$ cat config.mk
export PLATFORM = sky130hd
export DESIGN_NAME = nes_palette_loader
export DESIGN_NICKNAME = d
export VERILOG_FILES = /design/src/rtl/nes_palette_loader.sv
export SDC_FILE = /design/constraint.sdc
export NUM_CORES = 1
export LEC_CHECK = 0
export BUFFER_PORTS_ARGS = -buffer_cell sky130_fd_sc_hd__buf_2
export CAP_MARGIN = 40
export CORE_ASPECT_RATIO = 1.1
export CORE_UTILIZATION = 52
export CTS_CLUSTER_SIZE = 14
export DETAILED_ROUTE_END_ITERATION = 10
export PLACE_DENSITY_LB_ADDON = 0.12
export SYNTH_ARGS = -nofsm -noshare
export SYNTH_HDL_FRONTEND = slang
export SYNTH_SLANG_ARGS = --single-unit
export TNS_END_PERCENT = 50
$ cat constraint.sdc
create_clock -name clk -period 3.4 [get_ports clk]
set_input_delay 0 -clock clk [delete_from_list [all_inputs] [get_ports clk]]
set_output_delay 0 -clock clk [all_outputs]
set_load 0.02 [all_outputs]
$ cat src/rtl/nes_palette_loader.sv
// Turns an ioctl palette download (R,G,B byte triplets) into single-cycle 24-bit
// palette RAM writes, and reports how many entries arrived and whether the file was complete.
module nes_palette_loader #(
   parameter logic [7:0] PAL_INDEX  = 8'd2,
   parameter int         NUM_COLORS = 64
) (
   input  logic        clk,
   input  logic        reset,
   input  logic        ioctl_download,
   input  logic [7:0]  ioctl_index,
   input  logic        ioctl_wr,
   input  logic [24:0] ioctl_addr,
   input  logic [7:0]  ioctl_dout,
   output logic        load_color,
   output logic [5:0]  load_color_index,
   output logic [23:0] load_color_data,
   output logic        pal_valid,
   output logic [6:0]  pal_count
);

   typedef enum logic [1:0] {WAIT_END, IDLE, LOAD} state_t;

   localparam logic [6:0] FULL_CNT = 7'(NUM_COLORS);

   state_t     state, state_nxt;
   logic [1:0] phase;
   logic [7:0] exp_addr;
   logic [7:0] r_reg, g_reg;
   logic       full, addr_ok, start;

   assign full    = (pal_count == FULL_CNT);
   assign addr_ok = (ioctl_addr == {17'd0, exp_addr});
   assign start   = ioctl_download && (ioctl_index == PAL_INDEX);

   always_ff @(posedge clk) begin
      if (reset) state <= WAIT_END;
      else       state <= state_nxt;
   end

   // An out-of-sequence address aborts to WAIT_END so the rest of the file is never mis-indexed.
   always_comb begin
      state_nxt = state;
      case (state)
         WAIT_END: if (!ioctl_download) state_nxt = IDLE;
         IDLE:     if (ioctl_download)  state_nxt = start ? LOAD : WAIT_END;
         LOAD: begin
            if (!ioctl_download)                     state_nxt = IDLE;
            else if (ioctl_wr && !full && !addr_ok) state_nxt = WAIT_END;
         end
         default:                                    state_nxt = WAIT_END;
      endcase
   end

   always_ff @(posedge clk) begin
      if (reset) begin
         load_color       <= 1'b0;
         load_color_index <= '0;
         load_color_data  <= '0;
         pal_valid        <= 1'b0;
         pal_count        <= '0;
         phase            <= '0;
         exp_addr         <= '0;
         r_reg            <= '0;
         g_reg            <= '0;
      end else begin
         load_color <= 1'b0;
         case (state)
            IDLE: begin
               if (start) begin
                  pal_valid <= 1'b0;
                  pal_count <= '0;
                  phase     <= '0;
                  exp_addr  <= '0;
               end
            end
            LOAD: begin
               if (!ioctl_download) begin
                  pal_valid <= full;
               end else if (ioctl_wr && !full && addr_ok) begin
                  exp_addr <= exp_addr + 8'd1;
                  case (phase)
                     2'd0: begin r_reg <= ioctl_dout; phase <= 2'd1; end
                     2'd1: begin g_reg <= ioctl_dout; phase <= 2'd2; end
                     default: begin
                        load_color       <= 1'b1;
                        load_color_index <= pal_count[5:0];
                        load_color_data  <= {r_reg, g_reg, ioctl_dout};
                        pal_count        <= pal_count + 7'd1;
                        phase            <= 2'd0;
                     end
                  endcase
               end
            end
            default: ;
         endcase
      end
   end

endmodule
==> qor.csv <==
metric;value;unit
status;complete, no violations;
grt_use_met3;8.96;%
core-area;5170;µm²
port_buffers;83;
grt_usage;26.7;%
multiInputGateArea;1430;µm²
finish.instance_area;3620;µm²
ant_nets;0;
viasPerCell;5.47;
synth_warnings;0;
path_buf_inv;1;
synth_area_leaders;dfxtp_1, nand2_1, a21oi_1, nand3_1, mux2i_1;
synth_cell_types;46;
end_kind;flop;
async_flop_share;0;%
gp_congestion;0.811;
drc_errors;0;
worstMarginPinSlew;0.674;ns
clkLatencyLatePin;0.34;ns
fill_cells;433;
finalCritPeriodShare;70.6;%
ir_worst_vdd;0.345;mV
use_met2;47.4;%
root_buffer;clkbuf_8;
drt_iter0_markers;200;
synth_fp_nets;390;
drive_above_1_share;26.3;%
fin_setup_tns;0;ns
rsz0062_at_grt;false;
grt_pass1_vias;2686;
critPathKind;flop to flop;
die_y;79.9;µm
dp_hpwl;4920;µm
drv_slew;0;
met1_usage;29.1;%
cp_max_fo;31;
antenna_found_initial;0;
final_nets;482;
io_pins;84;
path_cells;inv_1 -> ha_1 -> nor2b_1 -> a21oi_2 -> and4_2 -> o211ai_1 -> a21oi_1;
p_leak;1.46;nW
first_pass_iters;4;
r2r_start;pal_count[0];
num_antenna_cells;0;
synth_top_area_share;46.8;%
die_area;5810;µm²
cpLargestDelayFamily;simple AND/OR/NAND/NOR gates;
cp.arrival;2.67;ns
netlist_instances;342;
setup_violations;0;
cts_tree;done;
cp-startpoint;pal_count[0];
numCtsBuffers;9;
grt_max_degree;40;
rows;27;
largest_reg_flops;24;
drt-wirelength-per-cell;14.0;µm
yosysMostFrequentCell;nand2_1;
max_clock_freq;0.417;GHz
yosysSeqAreaShare;46.8;%
cap_violations;0;
netlist_area;2870;µm²
via_count;2791;
hold_path_class;input pin to flop;
hold_viol;0;
regMostFlops;load_color_data;
die_x;72.8;µm
final.setup_skew;0.0107;ns
htreeDepth;3;
totalPowerFinal;0.00150;W
cts_sinks;67;
area_growth;26.2;%
min_from;ioctl_index[6];
overflow;0;
yosys.area.top_type;dfxtp_1;
slowest_stage;and4_2;
avgSynthCellArea;8.38;µm²
path_clk_slew;0.07;ns
post-route-util;70.0;%
initial_utilization;55.5;%
grt_pass1_wl;11900;µm
period_needed;2.40;ns
start_kind;flop;
regArea;1340;µm²
ys_ff_latch;67;
synth_edf_count;0;
worst_ep_required_time;3.68;ns
synthFlopType;dfxtp_1;
place_area;3330;µm²
dpl_worst_slack;1.02;ns
clk_path_buf_depth;2;
synthTopCellsByCount;nand2_1, dfxtp_1, a21oi_1;
wl;7160;µm
gr-max-usage-layer;met2;
slowest_delay;0.70;ns
slew-limit-headroom;55.1;%
layout_setup_ws;1.00;ns
p_per_area;415;nW/µm²
## layer usage
| metal | part of all wire (%) | vias up |
|---|---|---|
| met5 | 0 | - |
| met3 | 4.8 | 10 |
| met4 | 1.4 | 0 |
| met2 | 52 | 74 |
| li1 | - | 1386 |
| met1 | 42 | 1321 |
## report_power, final
group | switching (W) | internal, W
Sequential | 0.000000763 | 0.000785
Clock | 0.000296 | 0.000355
Combinational | 0.0000306 | 0.0000333
## worst paths after layout
path                                      endpoint  slack (ns)  cells past startpoint
worst min-delay path                      state[1]        0.08                      3
worst min register to register  load_color_data[4]        0.45                      2
worst max register to register        pal_count[1]        1.00                      7
worst max-delay path                  pal_count[1]        1.00                      7
## cells by family after synthesis
kind of cell | Yosys count | synth area share (%)
simple gates | 161 | 27.8
compound gates | 75 | 15.4
flops | 67 | 46.8
buf+inv | 19 | 3.19
mux | 9 | 3.14
xor+xnor | 8 | 2.44
fa+ha+maj | 3 | 1.31
## cells in the final DEF (no fill, tap or decap), drive strengths merged, types with 2 or more instances in the layout
cell type,n
a211oi,2
a21oi,44
a22o,3
a22oi,2
a32oi,2
and2,3
and3,3
buf,88
clkbuf,11
clkinv,2
dfxtp,67
dlygate4sd3,10
ha,3
inv,2
mux2i,9
nand2,79
nand2b,3
nand3,22
nand4,6
nor2,18
nor2b,4
nor3,6
nor3b,2
nor4,3
nor4b,2
o211ai,3
o21ai,9
o31ai,6
or2,2
or4,3
xnor2,8
## final cells by class
cell class / instances / area share [%]
Clock buffer: 11 / 3.91
Clock inverter: 4 / 1.42
Inverter: 2 / 0.207
Multi-Input combinational cell: 256 / 39.6
Sequential cell: 67 / 37.1
Tap cell: 72 / 2.49
Timing Repair Buffer: 98 / 15.3
## through the flow
| step | hold WS [ns] | cells |
|---|---|---|
| global route | 0.0787 | 510 |
| CTS | 0.0814 | 510 |
| finish | 0.0824 | 510 |
| detailed placement | 0.235 | 485 |
| floorplan | 0.0785 | 342 |
| global placement | 0.228 | 485 |
## worst reg2reg max path, delay by kind of cell, from the launching register on
kind / cells / cell delay, ns
simple gates: 2 / 0.85
compound gates: 3 / 0.75
flops: 1 / 0.44
fa+ha+maj: 1 / 0.21
buf+inv: 1 / 0.10
## repair_timing
action                     4_1_cts  5_1_grt
setup endpoints to repair        0        0
resized for setup                0        0
hold buffers                    10        0
hold endpoints to repair        27        0
setup buffers                    0        0
(Power assumes the default switching activity.)
